### src/rtl/id_stage_pipe.sv
// MIPS instruction-decode stage: register file, control decode, hazard detection, ID branch resolution and ID/EX register.
// Define BRANCH_FWD_EN to forward MEM non-load results into the beq compare instead of stalling.
module id_stage_pipe #(
   parameter int DATA_W      = 32,
   parameter int REG_ADDR_W  = 5,
   parameter int STALL_CNT_W = 16
) (
   input  logic                   clk,
   input  logic                   rst_n,
   input  logic                   if_valid,
   input  logic [31:0]            instruction,
   input  logic [DATA_W-1:0]      pc_4,
   input  logic                   wb_reg_write,
   input  logic [REG_ADDR_W-1:0]  wb_reg,
   input  logic [DATA_W-1:0]      wb_data,
   input  logic                   mem_reg_write,
   input  logic                   mem_mem_read,
   input  logic [REG_ADDR_W-1:0]  mem_reg,
   input  logic [DATA_W-1:0]      mem_alu_result,
   output logic                   pc_write,
   output logic                   ifid_write,
   output logic                   flush,
   output logic                   branch_taken,
   output logic [DATA_W-1:0]      branch_target,
   output logic                   ex_valid,
   output logic                   ex_reg_write,
   output logic                   ex_mem_to_reg,
   output logic                   ex_mem_read,
   output logic                   ex_mem_write,
   output logic                   ex_alu_src,
   output logic                   ex_reg_dst,
   output logic [1:0]             ex_alu_op,
   output logic [REG_ADDR_W-1:0]  ex_reg_rs,
   output logic [REG_ADDR_W-1:0]  ex_reg_rt,
   output logic [REG_ADDR_W-1:0]  ex_reg_rd,
   output logic [DATA_W-1:0]      ex_imm,
   output logic [DATA_W-1:0]      ex_rs_data,
   output logic [DATA_W-1:0]      ex_rt_data,
   output logic [STALL_CNT_W-1:0] stall_count
);

   localparam int NREGS = 1 << REG_ADDR_W;
   localparam logic [5:0] OP_RTYPE = 6'h00, OP_LW = 6'h23, OP_SW = 6'h2B,
                          OP_ADDI  = 6'h08, OP_BEQ = 6'h04, OP_J = 6'h02;
`ifdef BRANCH_FWD_EN
   localparam bit FWD = 1'b1;
`else
   localparam bit FWD = 1'b0;
`endif

   typedef struct packed {
      logic                  valid;
      logic                  regWrite;
      logic                  memToReg;
      logic                  memRead;
      logic                  memWrite;
      logic                  aluSrc;
      logic                  regDst;
      logic [1:0]            aluOp;
      logic [REG_ADDR_W-1:0] rs;
      logic [REG_ADDR_W-1:0] rt;
      logic [REG_ADDR_W-1:0] rd;
      logic [DATA_W-1:0]     imm;
      logic [DATA_W-1:0]     rsData;
      logic [DATA_W-1:0]     rtData;
   } idEx_t;

   logic [DATA_W-1:0]     regFile [NREGS];
   logic [5:0]            opcode;
   logic [REG_ADDR_W-1:0] rs, rt, rd, exDst;
   logic                  isBeq, isJ, rtUsed;
   logic [DATA_W-1:0]     rsData, rtData, rsCmp, rtCmp, immExt, beqTarget, jTarget;
   logic                  rsMemHit, rtMemHit, rsStall, rtStall, rsFwd, rtFwd;
   logic                  loadUse, stall, take;
   idEx_t                 exReg, exNext;

   assign opcode = instruction[31:26];
   assign rs     = REG_ADDR_W'(instruction[25:21]);
   assign rt     = REG_ADDR_W'(instruction[20:16]);
   assign rd     = REG_ADDR_W'(instruction[15:11]);
   assign isBeq  = (opcode == OP_BEQ);
   assign isJ    = (opcode == OP_J);
   assign rtUsed = (opcode == OP_RTYPE) || (opcode == OP_SW) || isBeq;
   assign immExt = {{(DATA_W-16){instruction[15]}}, instruction[15:0]};

   // Register reads see a same-cycle WB write
   assign rsData = (rs == '0) ? '0 : (wb_reg_write && wb_reg == rs) ? wb_data : regFile[rs];
   assign rtData = (rt == '0) ? '0 : (wb_reg_write && wb_reg == rt) ? wb_data : regFile[rt];

   always_ff @(posedge clk or negedge rst_n) begin
      if (!rst_n) begin
         for (int i = 0; i < NREGS; i++) regFile[i] <= '0;
      end else if (wb_reg_write && wb_reg != '0) begin
         regFile[wb_reg] <= wb_data;
      end
   end

   assign exDst    = ex_reg_dst ? ex_reg_rd : ex_reg_rt;
   assign loadUse  = ex_valid && ex_mem_read && ex_reg_rt != '0 &&
                     (ex_reg_rt == rs || (rtUsed && ex_reg_rt == rt));
   assign rsMemHit = mem_reg_write && rs == mem_reg;
   assign rtMemHit = mem_reg_write && rt == mem_reg;
   assign rsStall  = rs != '0 && ((ex_valid && ex_reg_write && rs == exDst) ||
                                  (rsMemHit && (mem_mem_read || !FWD)));
   assign rtStall  = rt != '0 && ((ex_valid && ex_reg_write && rt == exDst) ||
                                  (rtMemHit && (mem_mem_read || !FWD)));
   assign rsFwd    = FWD && rs != '0 && rsMemHit && !mem_mem_read;
   assign rtFwd    = FWD && rt != '0 && rtMemHit && !mem_mem_read;
   assign rsCmp    = rsFwd ? mem_alu_result : rsData;
   assign rtCmp    = rtFwd ? mem_alu_result : rtData;

   // Reset forces the IF-facing controls to their idle values
   assign stall = rst_n && if_valid && (loadUse || (isBeq && (rsStall || rtStall)));
   assign take  = rst_n && if_valid && !stall && (isJ || (isBeq && rsCmp == rtCmp));

   assign beqTarget     = pc_4 + {immExt[DATA_W-3:0], 2'b00};
   assign jTarget       = {pc_4[DATA_W-1:28], instruction[25:0], 2'b00};
   assign pc_write      = !stall;
   assign ifid_write    = !stall;
   assign branch_taken  = take;
   assign flush         = take;
   assign branch_target = isJ ? jTarget : beqTarget;

   always_comb begin
      exNext = '0;
      if (if_valid && !stall) begin
         exNext.valid  = 1'b1;
         exNext.rs     = rs;
         exNext.rt     = rt;
         exNext.rd     = rd;
         exNext.imm    = immExt;
         exNext.rsData = rsData;
         exNext.rtData = rtData;
         case (opcode)
            OP_RTYPE: begin
               exNext.regDst = 1'b1; exNext.regWrite = 1'b1; exNext.aluOp = 2'b10;
            end
            OP_LW: begin
               exNext.aluSrc = 1'b1; exNext.memToReg = 1'b1;
               exNext.regWrite = 1'b1; exNext.memRead = 1'b1;
            end
            OP_SW:   begin exNext.aluSrc = 1'b1; exNext.memWrite = 1'b1; end
            OP_ADDI: begin exNext.aluSrc = 1'b1; exNext.regWrite = 1'b1; end
            OP_BEQ:  exNext.aluOp = 2'b01;
            default: ;
         endcase
      end
   end

   // ID/EX boundary
   always_ff @(posedge clk or negedge rst_n) begin
      if (!rst_n) begin
         exReg       <= '0;
         stall_count <= '0;
      end else begin
         exReg <= exNext;
         if (stall && stall_count != '1) stall_count <= stall_count + STALL_CNT_W'(1);
      end
   end

   assign ex_valid      = exReg.valid;
   assign ex_reg_write  = exReg.regWrite;
   assign ex_mem_to_reg = exReg.memToReg;
   assign ex_mem_read   = exReg.memRead;
   assign ex_mem_write  = exReg.memWrite;
   assign ex_alu_src    = exReg.aluSrc;
   assign ex_reg_dst    = exReg.regDst;
   assign ex_alu_op     = exReg.aluOp;
   assign ex_reg_rs     = exReg.rs;
   assign ex_reg_rt     = exReg.rt;
   assign ex_reg_rd     = exReg.rd;
   assign ex_imm        = exReg.imm;
   assign ex_rs_data    = exReg.rsData;
   assign ex_rt_data    = exReg.rtData;

endmodule

### config.mk
export PLATFORM = sky130hd
export DESIGN_NAME = id_stage_pipe
export DESIGN_NICKNAME = d
export VERILOG_FILES = /design/src/rtl/id_stage_pipe.sv
export SDC_FILE = /design/constraint.sdc
export NUM_CORES = 2
export LEC_CHECK = 0
export CAP_MARGIN = 25
export CORE_MARGIN = 2
export CORE_UTILIZATION = 38
export DETAILED_ROUTE_END_ITERATION = 10
export PLACE_DENSITY_LB_ADDON = 0.08
export SYNTH_ARGS = -nofsm -noshare
export SYNTH_HDL_FRONTEND = slang
export SYNTH_SLANG_ARGS = --single-unit
### constraint.sdc
create_clock -name clk -period 6.3 [get_ports clk]
set_input_delay 1.26 -clock clk [delete_from_list [all_inputs] [get_ports clk]]
set_output_delay 1.26 -clock clk [all_outputs]
set_load 0.05 [all_outputs]
==> results.py <==
metrics = {
    "timing": {
        "max_freq_mhz": 161,
        "slew_headroom_pct": 25.1,
        "period_share_pct": 98.4,
        "finalWorstSetupSlack_ns": 0.0986,
        "worstMarginPinSlew_ns": 1.12,
        "slew_viol_final": 0,
        "period_minus_slack_ns": 6.20,
        "fin_skew_ns": 0.0245,
        "setup_viol": 0,
        "fin_tns_setup_ns": 0,
        "hold_viol": 0,
    },
    "floorplan": {
        "fp.dieH_um": 407,
        "dieArea_mm2": 0.165,
        "core_area_mm2": 0.161,
        "pin_count": 316,
        "row_count": 147,
        "die_w_um": 407,
        "initial_core_util_pct": 38.3,
    },
    "logic_synthesis": {
        "synth_top_flop_cell": "dfrtp_1",
        "synth_area_leaders": "dfrtp_1 (46%), mux4_2 (19%), mux2_2 (18%)",
        "synth-edff-count": 0,
        "ys_ff_latch": 1138,
        "synth.top_cell.area_share_pct": 46.2,
        "yosysUniqueCellTypes": 80,
        "async_reset_ff_share_pct": 100,
        "yosys_warnings": 0,
        "syn_nets": 4423,
        "syn-cell-area_mm2": 0.0616,
        "avgSynthCellArea_um2": 14.5,
        "ys_seq_area_share_pct": 46.2,
        "synth_commonest_cells": "dfrtp_1 (1,138), mux2_2 (995), mux4_2 (533)",
        "yosys.area.top_type": "dfrtp_1",
        "synth_most_common_cell": "dfrtp_1",
        "synth_cells": 4248,
    },
    "critical_path": {
        "cpMostUsedCell": "buf_4",
        "cp-startpoint": "wb_reg[0]",
        "critPathSlowestCell": "clkdlybuf4s50_1",
        "cpLargestDelayFamily": "buffers and inverters",
        "critPathKind": "input port to primary output",
        "cp.arrival_ns": 4.94,
        "critPathMaxStageDelay_ns": 0.51,
        "rr_startpoint": "ex_imm[30]$_DFF_PN0_",
        "worst_setup_path_start_kind": "input port",
        "critPathCaptureType": "primary output",
        "cp_num_buf_inv": 9,
        "cp.required_ns": 5.04,
        "crit_chain": "clkdlybuf4s50_1, buf_12, xnor2_4, nand4_4, buf_12, nor3_4, buf_4, buf_4, a32oi_1, buf_4, xnor2_1, and4_1, buf_4, nand3_1, o21ai_2, buf_4, buf_12",
        "path_max_fanout": 10,
    },
    "cells_and_area": {
        "drive_gt1_share_pct": 47.2,
        "nNetsFinal": 4742,
        "final_util_pct": 45.5,
        "area_delta_synth_final_pct": 18.6,
    },
    "drt": {
        "wire_per_inst_um": 32.1,
        "drt-initial-drc-count": 3677,
        "firstDrtPassIters": 7,
        "drc": 0,
        "dr_total_vias": 40656,
        "ant_nets": 0,
        "wirelength_um": 219000,
        "via_per_inst": 5.96,
    },
    "placement": {
        "gp_congestion": 0.832,
        "dpl_worst_slack_ns": -0.241,
        "hpwl_um": 140000,
        "port_buffers": 282,
    },
    "pwr": {
        "p_leak_nw": 31.3,
        "irDropWorstVdd_uv": 247,
        "pwr-share-seq_pct": 42.1,
        "power_mw": 22.6,
        "switchingPower_mw": 6.45,
        "sw_frac_of_total_pct": 28.5,
        "pwr_density_cell_mw_per_mm2": 309,
        "pwr-share-comb_pct": 23.5,
        "p_int_mw": 16.2,
        "p_clk_share_pct": 34.4,
    },
    "cts": {
        "cts_tree": "done",
        "clkSinkCount": 1138,
        "cts_buffers": 135,
        "clk_root_buffer_cell": "clkbuf_16",
        "clkLatencyLatePin_ns": 0.77,
        "clkTransAtPathRegs_ns": 0.05,
        "htreeDepth": 4,
        "cts.path.max_buffers": 3,
    },
    "global_routing": {
        "grt-ovfl-total": 0,
        "grt_pass1_vias": 42142,
        "grt_max_degree": 173,
        "grt_pass1_wl_um": 316000,
        "groute.usage.overall_pct": 26.8,
        "antenna_found_initial": 13,
    },
    "worst_hold_path": {
        "hp-class": "flip-flop to flip-flop",
        "holdCritStartpoint": "regFile[1021]$_DFFE_PN0P_",
    },
    "outcome": {
        "status": "complete, no violations",
    },
    "run": {
        "drv_cap": 0,
    },
}
-- final timing paths --
kind                                        endpoint  depth (start not counted)  slack (ns)
max                                     branch_taken                         17         0.1
min                        regFile[1021]$_DFFE_PN0P_                          0        0.39
max reg2reg                 ex_rt_data[16]$_DFF_PN0_                         12        2.46
min reg2reg                regFile[1021]$_DFFE_PN0P_                          0        0.39
max in group asynchronous   regFile[766]$_DFFE_PN0P_                          3        3.62
min in group asynchronous   regFile[976]$_DFFE_PN0P_                          1        0.45
-- power groups by stage --
stage / Combinational [mW] / Clock [mW] / Sequential (mW)
after floorplan: 3.53 / 0 / 9.50
after global placement: 5.26 / 0 / 9.54
after detailed placement: 5.32 / 0 / 9.60
after CTS: 5.34 / 7.95 / 9.48
after global routing: 5.65 / 8.23 / 9.68
final: 5.31 / 7.78 / 9.50
-- what timing repair did --
item	4_1_cts	5_1_grt
pin swaps	0	2
gates resized for setup	12	18
buffers inserted	0	1
hold buffers	0	0
setup endpoints to repair	2	6
-- cells in the final DEF, fill, tap and decap left out, types with 13 or more instances in the layout --
cell type and instances:
clkinv_2 15, nand2b_1 13, ha_1 30, a21oi_1 46, o22ai_1 52, clkbuf_1 40, a211oi_1 13, clkdlybuf4s50_1 245
nor2_1 121, nor2_4 18, nand2_1 108, inv_1 22, nand3_1 51, nand4_1 17, or3_1 14, clkbuf_16 140
xnor2_1 54, o211ai_1 17, nor2b_1 16, and3_1 35, nor3_1 28, a22oi_1 49, mux2i_1 110, xor2_1 45
dfrtp_1 1138, mux4_2 533, mux2_2 995, clkbuf_8 26, buf_4 311, a32oi_1 27, o21ai_0 34, buf_12 69
-- worst register-to-register path: stages (launching register included) --
cell and delay (ns):
dfrtp_1 0.80, mux2i_1 0.26, xor2_1 0.18, nand4_1 0.13, o31a_1 0.32, o22ai_1 0.14
a21oi_1 0.10, buf_4 0.17, or2_1 0.33, buf_4 0.29, nand2_4 0.52, buf_12 0.27
nor2_1 0.17
-- logic make-up (layout without fill, tap and decap cells) --
kind of cell,after synthesis,count (layout),synth area share (%)
mux,1642,1642,39.5
flops,1138,1138,46.2
simple gates,507,507,4.17
buf+inv,486,898,4.00
compound gates,340,340,3.91
xor+xnor,104,104,1.54
fa+ha+maj,31,31,0.642
other cells,0,2,0
-- final cells by class --
cell class / count / area [um2]
Inverter: 23 / 91.3
Multi-Input combinational cell: 2624 / 31000
Fill cell: 14509 / 87700
Sequential cell: 1138 / 28500
Clock inverter: 25 / 295
Tap cell: 2160 / 2700
Antenna cell: 2 / 5.00
Clock buffer: 205 / 4000
Timing Repair Buffer: 645 / 6480
-- per-layer routing --
layer  GRT usage, %  share of wire, %
met5              0            0.0059
met4           7.87               2.7
met3           4.39               5.8
met2           41.7                46
met1           38.5                45
-- per-stage QoR --
step	cells	hold WS, ns	area [um2]
floorplan	4248	0.441	61600
global placement	6583	0.376	68500
detailed placement	6588	0.383	68600
CTS	6818	0.396	73000
global route	6822	0.406	73100
finish	6822	0.390	73100
-- registers in the layout, indices dropped and copies added, names as in the netlist, 2 cells and up --
register and flops:
ex_rt_data 32, regFile 1024, stall_count 16, ex_reg_rt 5, ex_rs_data 32, ex_imm 16
ex_alu_op 2, ex_reg_rs 5
Power figures use the tool's default switching activity.
